File: src/rtl/cordic_pkg.sv
// Shared definitions for the CORDIC rotation pipeline and its scheduler.
//   DATA_W / SEL_W / PIPE_DEPTH : default datapath geometry
//   angle_45 .. angle_1         : atan(2^-i) in the datapath angle format (256 LSB per degree)
//   id_width()                  : requester-ID width for a given requester count
//   rr_wrap()                   : single-step modulo used by the round-robin search
// The per-stage tag is a packed {v, id} pair; the scheduler declares it with
// its own ID width because that width follows NUM_REQ.
package cordic_pkg;

  localparam int DATA_W     = 24;
  localparam int SEL_W      = 4;
  localparam int PIPE_DEPTH = 5;

  // 24'h002d00 = 45 deg, i.e. 256 LSB per degree.
  localparam logic [DATA_W-1:0] angle_45 = 24'h002d00;  // atan(1)
  localparam logic [DATA_W-1:0] angle_26 = 24'h001a91;  // atan(1/2)
  localparam logic [DATA_W-1:0] angle_14 = 24'h000e09;  // atan(1/4)
  localparam logic [DATA_W-1:0] angle_7  = 24'h000720;  // atan(1/8)
  localparam logic [DATA_W-1:0] angle_3  = 24'h000394;  // atan(1/16)
  localparam logic [DATA_W-1:0] angle_1  = 24'h0001ca;  // atan(1/32)

  function automatic int id_width(input int num_req);
    return (num_req > 1) ? $clog2(num_req) : 1;
  endfunction

  // Callers guarantee 0 <= i < 2*n, so one conditional subtract is a full modulo.
  function automatic int rr_wrap(input int i, input int n);
    return (i >= n) ? (i - n) : i;
  endfunction

endpackage

File: src/rtl/rr_arbiter.sv
// Round-robin arbiter that owns the priority pointer.
//   clk, rst   : clock, asynchronous active-high reset (pointer -> 0)
//   req        : per-requester request (already masked by the caller)
//   advance    : the current grant was taken; pointer moves past the winner
//   grant      : one-hot grant (zero when nothing requests)
//   grant_idx  : index of the granted requester (0 when nothing is granted)
//   any_grant  : some requester is granted this cycle
module rr_arbiter
  import cordic_pkg::*;
#(
  parameter int NUM_REQ = 4,
  parameter int ID_W    = 2
) (
  input  logic               clk,
  input  logic               rst,
  input  logic [NUM_REQ-1:0] req,
  input  logic               advance,
  output logic [NUM_REQ-1:0] grant,
  output logic [ID_W-1:0]    grant_idx,
  output logic               any_grant
);

  logic [ID_W-1:0] ptr_q;

  // First asserted request at or after the pointer, wrapping once around.
  always_comb begin
    int cand;
    cand      = 0;
    grant     = '0;
    grant_idx = '0;
    any_grant = 1'b0;
    for (int i = 0; i < NUM_REQ; i++) begin
      cand = rr_wrap(int'(ptr_q) + i, NUM_REQ);
      if (!any_grant && req[cand]) begin
        any_grant   = 1'b1;
        grant[cand] = 1'b1;
        grant_idx   = ID_W'(cand);
      end
    end
  end

  always_ff @(posedge clk or posedge rst) begin
    if (rst) begin
      ptr_q <= '0;
    end else if (advance) begin
      ptr_q <= ID_W'(rr_wrap(int'(grant_idx) + 1, NUM_REQ));
    end
  end

endmodule

File: src/rtl/cordic_pipe_sched.sv
// Scheduler sharing one CORDIC rotation pipeline between NUM_REQ requesters.
//   clk, rst                     : clock, asynchronous active-high reset
//   req_valid/req_ready          : per-requester handshake
//   req_x/req_y/req_angle/req_sel: packed operands, requester i at [i*W +: W]
//   drain                        : level, blocks new grants while high
//   dp_valid, dp_x/y/angle/sel   : granted operand set to pipeline stage 1 (zero when idle)
//   dp_reg_en                    : enable for every pipeline register
//   res_x/res_y/res_angle        : pipeline outputs
//   res_valid/res_ready, res_id  : result handshake and requester ID of the result
//   res_xo/res_yo/res_ao         : pass-through of the pipeline outputs
//   busy, drained                : occupancy != 0, drain with empty pipeline
//
// Handshakes: a transfer happens on a rising edge where valid & ready are both
// high. req_ready never depends on anything but the request vector, stall,
// drain and the pointer; res_valid stays high with res_id/res_xo stable until
// res_ready takes it. A blocked result freezes the whole pipeline, so no
// request is accepted in a cycle where the output is stalled.
module cordic_pipe_sched #(
  parameter int NUM_REQ    = 4,
  parameter int DATA_W     = cordic_pkg::DATA_W,
  parameter int SEL_W      = cordic_pkg::SEL_W,
  parameter int PIPE_DEPTH = cordic_pkg::PIPE_DEPTH,
  parameter int ID_W       = cordic_pkg::id_width(NUM_REQ)
) (
  input  logic                      clk,
  input  logic                      rst,
  input  logic [NUM_REQ-1:0]        req_valid,
  output logic [NUM_REQ-1:0]        req_ready,
  input  logic [NUM_REQ*DATA_W-1:0] req_x,
  input  logic [NUM_REQ*DATA_W-1:0] req_y,
  input  logic [NUM_REQ*DATA_W-1:0] req_angle,
  input  logic [NUM_REQ*SEL_W-1:0]  req_sel,
  input  logic                      drain,
  output logic                      dp_valid,
  output logic [DATA_W-1:0]         dp_x,
  output logic [DATA_W-1:0]         dp_y,
  output logic [DATA_W-1:0]         dp_angle,
  output logic [SEL_W-1:0]          dp_sel,
  output logic                      dp_reg_en,
  input  logic [DATA_W-1:0]         res_x,
  input  logic [DATA_W-1:0]         res_y,
  input  logic [DATA_W-1:0]         res_angle,
  output logic                      res_valid,
  input  logic                      res_ready,
  output logic [ID_W-1:0]           res_id,
  output logic [DATA_W-1:0]         res_xo,
  output logic [DATA_W-1:0]         res_yo,
  output logic [DATA_W-1:0]         res_ao,
  output logic                      busy,
  output logic                      drained
);

  localparam int OCC_W = $clog2(PIPE_DEPTH + 1);

  typedef struct packed {
    logic            v;
    logic [ID_W-1:0] id;
  } tag_t;

  tag_t               tag_q [PIPE_DEPTH];
  logic [OCC_W-1:0]   occ_q;

  logic               stall;
  logic               grant_en;
  logic [NUM_REQ-1:0] req_masked;
  logic [NUM_REQ-1:0] grant;
  logic [ID_W-1:0]    grant_idx;
  logic               any_grant;
  logic               accept;
  logic               retire;

  assign res_valid = tag_q[PIPE_DEPTH-1].v;
  assign res_id    = tag_q[PIPE_DEPTH-1].id;
  assign stall     = res_valid & ~res_ready;
  assign dp_reg_en = ~stall;

  // rst gates the grant so req_ready drops the moment reset is asserted.
  assign grant_en   = ~stall & ~drain & ~rst;
  assign req_masked = req_valid & {NUM_REQ{grant_en}};

  rr_arbiter #(
    .NUM_REQ (NUM_REQ),
    .ID_W    (ID_W)
  ) u_arb (
    .clk       (clk),
    .rst       (rst),
    .req       (req_masked),
    .advance   (accept),
    .grant     (grant),
    .grant_idx (grant_idx),
    .any_grant (any_grant)
  );

  // A grant is only ever given to an asserted request, so grant == accept.
  assign req_ready = grant;
  assign accept    = any_grant;
  assign retire    = res_valid & res_ready;
  assign dp_valid  = any_grant;

  always_comb begin
    dp_x     = '0;
    dp_y     = '0;
    dp_angle = '0;
    dp_sel   = '0;
    if (any_grant) begin
      dp_x     = req_x    [int'(grant_idx)*DATA_W +: DATA_W];
      dp_y     = req_y    [int'(grant_idx)*DATA_W +: DATA_W];
      dp_angle = req_angle[int'(grant_idx)*DATA_W +: DATA_W];
      dp_sel   = req_sel  [int'(grant_idx)*SEL_W  +: SEL_W];
    end
  end

  // Tags move in lockstep with the datapath registers.
  always_ff @(posedge clk or posedge rst) begin
    if (rst) begin
      for (int k = 0; k < PIPE_DEPTH; k++) begin
        tag_q[k] <= '0;
      end
    end else if (dp_reg_en) begin
      tag_q[0].v  <= any_grant;
      tag_q[0].id <= any_grant ? grant_idx : '0;
      for (int k = 1; k < PIPE_DEPTH; k++) begin
        tag_q[k] <= tag_q[k-1];
      end
    end
  end

  // Accept needs ~stall, so with a full pipeline any accept coincides with a
  // retire and the count cannot exceed PIPE_DEPTH.
  always_ff @(posedge clk or posedge rst) begin
    if (rst) begin
      occ_q <= '0;
    end else begin
      case ({accept, retire})
        2'b10:   occ_q <= occ_q + OCC_W'(1);
        2'b01:   occ_q <= occ_q - OCC_W'(1);
        default: occ_q <= occ_q;
      endcase
    end
  end

  assign busy    = (occ_q != '0);
  assign drained = drain & (occ_q == '0);

  assign res_xo = res_x;
  assign res_yo = res_y;
  assign res_ao = res_angle;

endmodule

File: config.mk
export PLATFORM = sky130hd
export DESIGN_NAME = cordic_pipe_sched
export DESIGN_NICKNAME = d
export VERILOG_FILES = /design/src/rtl/cordic_pkg.sv /design/src/rtl/rr_arbiter.sv /design/src/rtl/cordic_pipe_sched.sv
export SDC_FILE = /design/constraint.sdc
export NUM_CORES = 1
export LEC_CHECK = 0
export CAP_MARGIN = 20
export CORE_AREA = 8 8 205 207
export DETAILED_ROUTE_END_ITERATION = 10
export DIE_AREA = 0 0 213 215
export GPL_TIMING_DRIVEN = 0
export PLACE_DENSITY = 0.4
export SYNTH_ARGS = -nofsm -noshare
export SYNTH_HDL_FRONTEND = slang
export SYNTH_SLANG_ARGS = --single-unit
File: constraint.sdc
create_clock -name clk -period 7.1 [get_ports clk]
set_clock_uncertainty 0.05 [all_clocks]
set_input_delay 1.42 -clock clk [delete_from_list [all_inputs] [get_ports clk]]
set_output_delay 1.42 -clock clk [all_outputs]
set_load 0.01 [all_outputs]
# After elaboration in Yosys (flattened, before gate mapping)
# Cells that the tools add are included.
dict set report totals {
  ff_bits 20
  mem_bits_rw 0
  output_inout_bits 159
  mem_count 0
  latch_bits 0
  input_bits 384
  mem_bits_ro 0
  elab_cells 112
}
dict set report op_classes {
  div 0
  reduce_logical 13
  bitwise 13
  n_eq_ne 2
  mux 43
  order_cmp 13
  shift 4
  add_sub_neg 11
  multipliers 1
}
# operator n
set op_table {}
lappend op_table {{variable part select 96 x 32 -> 24 bit} 2}
lappend op_table {{greater-or-equal comparator 32 x 1 -> 1 bit (second input constant)} 4}
lappend op_table {{< comparator 32 x 4 -> 1 bit (second input constant)} 4}
lappend op_table {{two-way mux 32 bit} 4}
lappend op_table {{greater-or-equal comparator 32 x 4 -> 1 bit (second input constant)} 3}
lappend op_table {{variable part select 96 x 8 -> 24 bit} 1}
lappend op_table {{subtractor 32 x 4 -> 32 bit (second input constant)} 3}
lappend op_table {{two-way mux 24 bit} 3}
lappend op_table {{two-way mux 4 bit} 5}
lappend op_table {{two-way mux 1 bit} 16}
lappend op_table {{variable part select 16 x 5 -> 4 bit} 1}
lappend op_table {{two-way mux 2 bit} 6}
lappend op_table {{OR 4 bit} 3}
lappend op_table {{binary-select mux 1 bit (select 2 bit)} 4}
lappend op_table {{demux 1 bit (select 2 bit)} 4}
lappend op_table {{logical AND 1 bit} 7}
lappend op_table {{adder 2 x 1 -> 3 bit (second input constant)} 2}
lappend op_table {{adder 2 x 2 -> 3 bit (second input constant)} 2}
lappend op_table {{one-hot mux 3 bit (2 select lines)} 1}
lappend op_table {{AND 1 bit} 5}
lappend op_table {{AND 4 bit} 1}
lappend op_table {{multiplier 2 x 2 -> 4 bit (second input constant)} 1}
lappend op_table {{NOT 1 bit} 4}
lappend op_table {{subtractor 2 x 3 -> 4 bit (second input constant)} 1}
lappend op_table {{11 further kinds} 13}

# Longest topological paths before layout
# Gate-level depths: netlist (run 1).
dict set report logic_depth {
  depth_word 22
  ltp_mapped 12
}

# Hierarchy
# Synthesis (run 1) repeated with hierarchy kept, for this count alone.
dict set report hier_totals {
  cells_unflattened 397
  area_unflattened_um2 4260.3
}
# mod seq_area_each_um2 area_per_inst_um2 n_inst cells_each
set modules_own_cells {}
lappend modules_own_cells {cordic_pipe_sched 450.4 3684.8 1 335}
lappend modules_own_cells {rr_arbiter 50.0 575.6 1 62}

# Worst setup path after synthesis (run 1)
# No wires, ideal clock.
dict set report synth_timing {
  path_type {input port to output port}
  start {input req_valid[1]}
  end {output dp_angle[0]}
  arrival_time_ns 3.291
  required_ns 5.630
  path_slack_ns 2.339
  cell_stages 10
  cell_sequence {buf_2 > clkinv_1 > mux4_2 > a21o_1 > mux2i_1 > buf_4 > buf_8 > buf_6 > mux2i_1 > o22ai_1}
}
dict set report synth_via {
  elab_chain_len 17
  elab_cells_between_ends 30
  classes_between {mul: 1; shift: 1; mux: 21; bitwise: 1; reduce/logical: 6}
}
# element line
set synth_rtl {}
lappend synth_rtl {{start: declaration} cordic_pipe_sched.sv:27} ;# input logic [NUM_REQ-1:0] req_valid,
lappend synth_rtl {{AND 4 bit (*)} cordic_pipe_sched.sv:79} ;# assign req_masked = req_valid & {NUM_REQ{grant_en}};
lappend synth_rtl {{binary-select mux 1 bit (select 2 bit)} rr_arbiter.sv:34} ;# if (!any_grant && req[cand]) begin
lappend synth_rtl {{two-way mux 1 bit (implied by the code) (2 in series)} rr_arbiter.sv:34}
lappend synth_rtl {{two-way mux 1 bit} rr_arbiter.sv:34}
lappend synth_rtl {{logical NOT 1 bit} rr_arbiter.sv:34}
lappend synth_rtl {{logical AND 1 bit} rr_arbiter.sv:34}
lappend synth_rtl {{two-way mux 1 bit} rr_arbiter.sv:34}
lappend synth_rtl {{logical NOT 1 bit} rr_arbiter.sv:34}
lappend synth_rtl {{logical AND 1 bit} rr_arbiter.sv:34}
lappend synth_rtl {{two-way mux 1 bit} rr_arbiter.sv:34}
lappend synth_rtl {{logical NOT 1 bit} rr_arbiter.sv:34}
lappend synth_rtl {{logical AND 1 bit} rr_arbiter.sv:34}
lappend synth_rtl {{two-way mux 2 bit} rr_arbiter.sv:34}
lappend synth_rtl {{multiplier 2 x 2 -> 4 bit} cordic_pipe_sched.sv:108} ;# dp_angle = req_angle[int'(grant_idx)*DATA_W +: DATA_W];
lappend synth_rtl {{variable part select 96 x 8 -> 24 bit} cordic_pipe_sched.sv:108}
lappend synth_rtl {{two-way mux 24 bit (*)} cordic_pipe_sched.sv:105} ;# if (any_grant) begin
lappend synth_rtl {{end: declaration} cordic_pipe_sched.sv:37} ;# output logic [DATA_W-1:0] dp_angle,
# Every way passes the cells marked *; elsewhere a longest branch is shown, timed or not. The select of a mux whose other input is x is not followed.

# Final worst setup path (run 1)
dict set report layout_timing {
  start {input res_ready}
  end {output dp_angle[0]}
}
dict set report layout_via {
  elab_chain_len 22
  elab_cells_between_ends 35
  classes_between {mul: 1; shift: 1; mux: 21; bitwise: 6; reduce/logical: 6}
}
# element line
set layout_rtl {}
lappend layout_rtl {{start: declaration} cordic_pipe_sched.sv:44} ;# input logic res_ready,
lappend layout_rtl {{NOT 1 bit (*)} cordic_pipe_sched.sv:74} ;# assign stall = res_valid & ~res_ready;
lappend layout_rtl {{AND 1 bit (*)} cordic_pipe_sched.sv:74}
lappend layout_rtl {{NOT 1 bit (*)} cordic_pipe_sched.sv:78} ;# assign grant_en = ~stall & ~drain & ~rst;
lappend layout_rtl {{AND 1 bit (*) (2 in series)} cordic_pipe_sched.sv:78}
lappend layout_rtl {{AND 4 bit (*)} cordic_pipe_sched.sv:79}
lappend layout_rtl {{binary-select mux 1 bit (select 2 bit)} rr_arbiter.sv:34}
lappend layout_rtl {{two-way mux 1 bit (implied by the code) (2 in series)} rr_arbiter.sv:34}
lappend layout_rtl {{two-way mux 1 bit} rr_arbiter.sv:34}
lappend layout_rtl {{[4 not listed]} --}
lappend layout_rtl {{logical AND 1 bit} rr_arbiter.sv:34}
lappend layout_rtl {{two-way mux 1 bit} rr_arbiter.sv:34}
lappend layout_rtl {{logical NOT 1 bit} rr_arbiter.sv:34}
lappend layout_rtl {{logical AND 1 bit} rr_arbiter.sv:34}
lappend layout_rtl {{two-way mux 2 bit} rr_arbiter.sv:34}
lappend layout_rtl {{multiplier 2 x 2 -> 4 bit} cordic_pipe_sched.sv:108}
lappend layout_rtl {{variable part select 96 x 8 -> 24 bit} cordic_pipe_sched.sv:108}
lappend layout_rtl {{two-way mux 24 bit (*)} cordic_pipe_sched.sv:105}
# Marked as above.

==> results of run 1 <==
==> routing by layer <==
| metal | share of wire, % | up-vias | routed length (µm) | track usage (%) |
|---|---|---|---|---|
| met3 | 8.8 | 10 | 2700 | 4.12 |
| li1 | - | 2647 | - | - |
| met4 | 0.76 | 0 | 232 | 1.59 |
| met1 | 36 | 2489 | 10900 | 13.0 |
| met5 | 0 | - | 0 | 0 |
| met2 | 55 | 237 | 16700 | 24.3 |
==> synthesized netlist by cell type (3+ instances only) <==
library cell	number	area share, %
clkbuf_4	7	1.3
buf_6	6	1.6
a21oi_1	11	1.3
ha_1	9	2.7
mux2_2	12	3.3
buf_2	11	1.3
nand3_1	5	0.60
nand2_1	12	1.1
xnor2_1	3	0.63
o21ai_0	9	1.1
nor3_1	4	0.48
buf_4	77	14
mux2i_1	157	38
inv_1	7	0.63
inv_2	3	0.27
o22ai_1	76	11
nor2_1	4	0.36
dfrtp_1	20	12
nand2b_1	5	0.76
clkbuf_1	13	1.2
==> worst max-delay path, delay by kind of cell <==
| family | cells | cell delay [ns] |
|---|---|---|
| AO/OA/AOI/OAI | 3 | 0.57 |
| AND/OR/NAND/NOR | 2 | 0.28 |
| buffers and inverters | 7 | 2.72 |
==> layout make-up <==
cell class | instances | area (µm²) | area share (%)
clock inverter | 1 | 30.0 | 0.313
timing repair buffer | 469 | 4690 | 48.9
sequential | 20 | 500 | 5.22
clock buffer | 3 | 75.1 | 0.782
multi-input combinational | 330 | 2780 | 28.9
tap | 525 | 657 | 6.84
antenna | 1 | 2.50 | 0.0261
buffer | 116 | 821 | 8.55
inverter | 11 | 41.3 | 0.430
==> power groups by stage <==
stage	combinational [mW]	sequential [mW]	clock (mW)
after floorplan	0.798	0.194	0
final	1.47	0.200	0.153
after global routing	1.59	0.210	0.162
after global placement	1.51	0.202	0
after CTS	1.51	0.201	0.156
after detailed placement	1.50	0.203	0
==> state kept, by name, summed over array words and instances, names as in the netlist <==
| signal | cells |
|---|---|
| tag_q | 12 |
| occ_q | 3 |
| res_id | 2 |
| u_arb.ptr_q | 2 |
| res_valid | 1 |
==> kinds of logic after synthesis <==
group	synth area share (%)
buf+inv	20.8
mux	42.3
simple gates	4.77
flops	12.1
fa+ha+maj	3.20
xor+xnor	1.06
compound gates	15.7
==> worst max-delay path by stage <==
stage | to | slack [ns] | cells past startpoint
floorplan | dp_angle[0] | 2.34 | 10
global placement | dp_angle[0] | -0.09 | 9
detailed placement | dp_angle[0] | 0.43 | 12
CTS | dp_angle[0] | 0.41 | 12
global route | dp_angle[0] | 0.17 | 12
finish | dp_angle[0] | 0.61 | 12
==> through the flow <==
stage	power [mW]	TNS, ns	area (µm²)	cells	setup slack, ns
after floorplan	0.992	0	4140	477	2.34
after global routing	1.96	0	9600	1476	0.169
final	1.82	0	9600	1476	0.611
after CTS	1.87	0	9590	1475	0.407
after global placement	1.71	-0.162	9480	1470	-0.0874
after detailed placement	1.70	0	9490	1471	0.435
==> results_dict.tcl, run 1 <==
set metrics [dict create \
    slew_viol_final 0 \
    hold_class "reg2reg" \
    holdPathStages 1 \
    dp_hpwl_mm 27.0 \
    worst_pin_slew_ns 0.926 \
    worstPathArrival_ns 5.02 \
    synthesis.nets 871 \
    switching_share_pct 41.8 \
    cts_tree "built" \
    postCtsSetupBuffers 0 \
    die_area_um2 45800 \
    holdWs_ns 0.418 \
    fin_crit_sh_pct 91.4 \
    initial_core_util_pct 10.6 \
    cp-end-kind "output pin" \
    synth_warnings 0 \
    syn_inst 477 \
    max_freq_ghz 0.154 \
    antenna_found_initial 1 \
    worstPathCellList "clkdlybuf4s50_1, nor2b_1, clkbuf_1, or3_1, clkbuf_1, a2111oi_2, a31oi_1, buf_4, buf_2, buf_1, o22ai_1, clkdlybuf4s50_1" \
    ys_seq_area_share_pct 12.1 \
    drt-total-wl_mm 30.6 \
    via_per_inst 3.65 \
    post_drt_wl_per_cell_um 20.7 \
    vias 5383 \
    critPathLaunch "res_ready" \
    drt_iter0_drc 129 \
    grt_pass1_vias 6108 \
    min-delay-start "occ_q[2]$_DFFE_PP0P_" \
    cts_inserted_buffers 3 \
    std_cell_rows 73 \
    startpoint_type "primary input" \
    max-slew-margin-rel_pct 38.3 \
    io_pins 543 \
    cts.sinks 20 \
    p_comb_share_pct 80.6 \
    critPathMaxStageDelay_ns 0.54 \
    area_growth_pct 132 \
    leakage_nw 3.44 \
    place.gp.congestion 0.775 \
    dr.pass1.iters 4 \
    fin_nets 1345 \
    hold_end "occ_q[2]$_DFFE_PP0P_" \
    run_status "completed" \
    synth-async-reset-ratio_pct 100 \
    finalHoldViolations 0 \
    crit_slowest_cell "clkdlybuf4s50_1" \
    vdd_drop_max_v 0.0000735 \
    p_switching_mw 0.762 \
    synth_edf_count 0 \
    grt_pass1_wl_mm 42.8 \
    port_buffers 468 \
    worstPathRequired_ns 5.63 \
    grt_overflow 0 \
    hold_buffers 0 \
    clkSlewWorstSetupHoldPaths_ns 0.05 \
    cap_violations 0 \
    timing.final.crit_period_ns 6.49 \
    drive_above_1_share_pct 13.4 \
    r2r-end "u_arb.ptr_q[1]$_DFFE_PP0P_" \
    finalSetupViolations 0 \
    final_core_util_pct 24.6 \
    synth_flop_cell "dfrtp_1" \
    reg2reg_depth 12 \
    synth-seq-cells 20 \
    cts_root_buf "clkbuf_16" \
    die_width_um 213 \
    grt_use_total_pct 12.5 \
    cellPowerDensity_nw_per_um2 190 \
    htree_levels 1 \
    nFillCells 4256 \
    r2r-start "u_arb.ptr_q[1]$_DFFE_PP0P_" \
    syn_area_um2 4140 \
    drc 0 \
    synth_area_per_cell_um2 8.68 \
    seq_power_share_pct 11.0 \
    die_h_um 215 \
    ant_nets 0 \
    p_int_mw 1.06 \
    final_cell_mix "468 x clkdlybuf4s50_1, 157 x mux2i_1, 78 x buf_4" \
    core_area_um2 39000 \
    r2r_slack_ns 3.77 \
    clkLatencyLatePin_ns 0.25 \
    crit_type "in2out" \
    ys_types 40 \
    clockPowerShare_pct 8.4 \
    rsz0062_at_grt "false" \
    critPathMaxFanout 10 \
    grt_max_degree 21 \
    cts_resized 0 \
    ctsLongestPathBuffers 2 \
    final_common_cell "clkdlybuf4s50_1" \
]
Note: power is estimated with default switching activity, not from simulation.
==> run 2, diff against run 1 <==
--- a/config.mk
+++ b/config.mk
@@ -10,7 +10,7 @@
 export DETAILED_ROUTE_END_ITERATION = 10
 export DIE_AREA = 0 0 213 215
 export GPL_TIMING_DRIVEN = 0
-export PLACE_DENSITY = 0.4
+export PLACE_DENSITY_LB_ADDON = 0.12
 export SYNTH_ARGS = -nofsm -noshare
 export SYNTH_HDL_FRONTEND = slang
 export SYNTH_SLANG_ARGS = --single-unit
==> run 2 against run 1 <==
Worst hold slack got worse by 0.0087 ns. Critical path depth fell by 1. Cell count grew 0.14%. Fmax is essentially flat. First-iteration DRC count is 25% higher. Global-route usage rose by 0.49 points. Total power is essentially flat. Combinational power about the same. Critical endpoint is now dp_sel[2]. Largest power group unchanged.
==> results_dict.tcl, run 2 (synthesis gave the netlist of run 1 again) <==
set metrics [dict create \
    run_status "completed" \
    dr.pass1.iters 4 \
    grt_overflow 0 \
    top_register "tag_q" \
    htree_levels 1 \
    initial_core_util_pct 10.6 \
    worst_pin_slew_ns 0.825 \
    largestRegisters "tag_q: 12 flops, occ_q: 3 flops" \
    drt_iter0_drc 161 \
    fin_ws_ns 0.613 \
    grt_pass1_vias 6114 \
    cap_violations 0 \
    fin_nets 1344 \
    hold_buffers 0 \
    antenna_found_initial 5 \
    postCtsSetupBuffers 0 \
    r2r_slack_ns 3.69 \
    cts_resized 0 \
    die_area_um2 45800 \
    cts_root_buf "clkbuf_16" \
    multi_input_area_um2 2780 \
    cts_tree "built" \
    fin_crit_sh_pct 91.4 \
    worstPathArrival_ns 5.02 \
    cp-end-kind "output pin" \
    io_pins 543 \
    tns_ns 0 \
    r2r-start "u_arb.ptr_q[1]$_DFFE_PP0P_" \
    core_area_um2 39000 \
    timing.final.crit_period_ns 6.49 \
    clkLatencyLatePin_ns 0.26 \
    startpoint_type "primary input" \
    ant_nets 0 \
    drt-total-wl_mm 31.6 \
    rsz0062_at_grt "false" \
    cp_top_family "buffers and inverters" \
    via_per_inst 3.64 \
    place.gp.congestion 0.731 \
    ctsLongestPathBuffers 2 \
    max-slew-margin-rel_pct 45.0 \
    die_h_um 215 \
    finalSetupViolations 0 \
    crit_type "in2out" \
    critPathMaxFanout 10 \
    worstPathRequired_ns 5.63 \
    crit_path_end "dp_sel[2]" \
    cellPowerDensity_nw_per_um2 190 \
    grt_max_degree 21 \
    r2r-end "u_arb.ptr_q[1]$_DFFE_PP0P_" \
    hold_class "reg2reg" \
    grt_use_total_pct 13.0 \
    vdd_drop_max_v 0.0000867 \
    cts_inserted_buffers 3 \
    final_cell_mix "468 x clkdlybuf4s50_1, 157 x mux2i_1, 77 x buf_4" \
    slew_viol_final 0 \
    worstPathCellList "clkdlybuf4s50_1, nor2b_1, clkbuf_1, or3_1, clkbuf_1, a2111oi_2, a31oi_2, buf_2, buf_1, o22ai_1, clkdlybuf4s50_1" \
    critPathLaunch "res_ready" \
    nFillCells 4246 \
    reg2reg_depth 12 \
    clkSlewWorstSetupHoldPaths_ns 0.05 \
    grt_pass1_wl_mm 44.0 \
    largest_reg_flops 12 \
    critPathMaxStageDelay_ns 0.54 \
    die_width_um 213 \
    cts.sinks 20 \
    dp_hpwl_mm 28.1 \
    drc 0 \
    pre_cts_slack_ns 0.146 \
    finalHoldViolations 0 \
    cp.depth 11 \
    std_cell_rows 73 \
    final_common_cell "clkdlybuf4s50_1" \
    port_buffers 468 \
    leakage_nw 3.44 \
    post_drt_wl_per_cell_um 21.4 \
    vias 5377 \
    drive_above_1_share_pct 13.4 \
    final-seq-area_um2 500 \
    finalPower_mw 1.82 \
    area_growth_pct 132 \
    crit_buf_inv 6 \
    max_freq_ghz 0.154 \
    crit_slowest_cell "clkdlybuf4s50_1" \
]
-- run 2: through the flow --
stage | utilization, % | hold slack [ns] | instance area, µm² | instances
final | 24.6 | 0.409 | 9600 | 1478
after global routing | 24.6 | 0.425 | 9600 | 1477
after CTS | 24.6 | 0.416 | 9590 | 1474
after detailed placement | 24.3 | 0.408 | 9480 | 1470
after global placement | 24.3 | 0.397 | 9480 | 1470
after floorplan | - | 0.383 | 4140 | 477
-- run 2: routing by layer --
layer / vias to the layer above / part of all wire, % / global-route usage [%]
li1: 2649 / - / -
met1: 2473 / 35 / 12.9
met2: 234 / 55 / 25.5
met3: 21 / 8.6 / 4.42
met4: 0 / 1.9 / 2.25
met5: - / 0 / 0
-- run 2: worst min-delay path by stage --
stage	from	to	slack (ns)	depth (start not counted)
6_report	occ_q[2]$_DFFE_PP0P_	occ_q[2]$_DFFE_PP0P_	0.41	1
5_1_grt	occ_q[2]$_DFFE_PP0P_	occ_q[2]$_DFFE_PP0P_	0.43	1
4_1_cts	occ_q[2]$_DFFE_PP0P_	occ_q[2]$_DFFE_PP0P_	0.42	1
3_5_place_dp	occ_q[2]$_DFFE_PP0P_	occ_q[2]$_DFFE_PP0P_	0.41	1
3_3_place_gp	occ_q[2]$_DFFE_PP0P_	occ_q[2]$_DFFE_PP0P_	0.40	1
2_1_floorplan	tag_q[5]$_DFFE_PP0N_	res_valid$_DFFE_PP0N_	0.38	1
-- run 2: area by class of cell --
| type | instances | share of cell area [%] |
|---|---|---|
| Clock inverter | 1 | 0.313 |
| Buffer | 116 | 8.55 |
| Sequential cell | 20 | 5.21 |
| Tap cell | 525 | 6.84 |
| Antenna cell | 4 | 0.104 |
| Timing Repair Buffer | 468 | 48.8 |
| Multi-Input combinational cell | 330 | 29.0 |
| Inverter | 11 | 0.430 |
| Clock buffer | 3 | 0.782 |
-- run 2: report_power, final --
group	switching (mW)	internal [mW]
Sequential	0.0367	0.164
Combinational	0.682	0.782
Clock	0.0442	0.112
==> patch, RTL diff (config.mk and constraints of run 2) <==
The package constant `PIPE_DEPTH` goes from 5 to 10.
--- a/src/rtl/cordic_pkg.sv
+++ b/src/rtl/cordic_pkg.sv
@@ -10,5 +10,5 @@
   localparam int DATA_W     = 24;
   localparam int SEL_W      = 4;
-  localparam int PIPE_DEPTH = 5;
+  localparam int PIPE_DEPTH = 10;
 
   // 24'h002d00 = 45 deg, i.e. 256 LSB per degree.
Behaviour: not the same (Yosys sat finds a counterexample within 10 cycles, from zero or initial values and one cycle with rst high).
==> patch against run 2 <==
Synthesized cell count increased by 87%. Sequential power up 75%. Total power up 40%. Clock power rose by 63%. First-iteration DRC count grew 100%. Final area rose by 24%. Area after synthesis up 54%. Non-clock buffer count is 26 higher. Sequential share of layout area is 2.4 points higher. Wire length rose by 35%. Sequential cell count increased by 16. Worst setup slack got worse by 0.18 ns. Largest power group unchanged.
==> patch: results <==
[grt]
grt_pass1_vias = 8053
antenna_found_initial = 10
grt_util_all_layers_pct = 17.6
grt_pass1_wl_mm = 58.9
use_met1_pct = 20.2
use_met2_pct = 32.5
use_met3_pct = 6.05

[logic_synthesis]
ys_seq_area_share_pct = 14.1
ys_types = 44
syn_nets = 1285
synth_fa_ha_area_share_pct = 2.15
yosys-top-cells-count = nand2_1, mux2i_1, buf_4
synth_xor_area_share_pct = 0.685
synth_compound_area_share_pct = 3.66
synth.area.top_cells = mux2i_1, nand2_1, dfrtp_1

[clock_network]
htree_levels = 2
clk_latency_ns = 0.28
numCtsBuffers = 5

[critical_path]
reg2reg_to = u_arb.ptr_q[0]
r2r_slack_ns = 4.18
cp.arrival_ns = 5.19
endpoint = dp_angle[18]
r2r-start = u_arb.ptr_q[0]
ff2ff_path_depth = 11

[finish]
drive_above_1_share_pct = 14.4
top_regs = tag_q x27, occ_q x4
nets = 1759
fin_util_pct = 30.5
num-fill-cells = 4286

[power]
leakage_nw = 4.95

[routing]
drt-initial-drc-count = 325
wire_per_inst_um = 22.5
vias = 7676

[run_status]
outcome = complete, no violations

[placed_design]
io_buffers = 467
place_congestion = 0.860
place_hpwl_mm = 36.5

[sta]
tightest_slew_ns = 0.954

[hold_path]
whs_endpoint = occ_q[3]
==> patch: changes by cell type after synthesis, sizes merged, moves of 4 or more <==
cell	delta
a21oi	-5
a22oi	+4
buf	+15
clkbuf	+12
dfrtp	+16
mux2	+66
nand2	+382
nor2	+4
o21ai	-9
o221ai	+4
o22ai	-75
==> patch: metal layers <==
layer | wire [um] | vias to the layer above | part of all wire [%]
li1 | - | 3795 | -
met1 | 16900 | 3609 | 40
met2 | 22100 | 242 | 52
met3 | 3380 | 18 | 7.9
met4 | 69 | 12 | 0.16
met5 | 71 | - | 0.17
==> patch: critical path, stage by stage <==
cell	delay, ns
clkdlybuf4s50_1	0.48
nor2b_1	0.08
nor3_1	0.59
nand2_1	0.37
inv_2	0.32
clkbuf_1	0.61
nand2_1	0.14
mux2i_1	0.26
mux2_2	0.20
clkdlybuf4s50_1	0.70
==> patch: power breakdown <==
group / switching (mW) / internal [mW]
clock network: 0.0880 / 0.167
logic: 0.962 / 0.989
registers: 0.0629 / 0.288
==> patch: per-stage QoR <==
step	std cells	hold slack, ns	setup slack, ns
2_1_floorplan	890	0.380	2.23
3_3_place_gp	1882	0.396	0.0252
3_5_place_dp	1882	0.401	0.271
4_1_cts	1890	0.414	0.257
5_1_grt	1890	0.430	0.146
6_report	1894	0.413	0.436
==> patch: layout make-up <==
type                    instances  share of cell area [%]
repair buffers                467                    39.3
multi-input cells             698                    37.6
plain buffers                 143                    8.09
flip-flops and latches         36                    7.57
well taps                     525                    5.52
clock buffers                   5                    1.05
inverters                      13                   0.410
clock inverters                 3                   0.389
diodes                          4                  0.0841
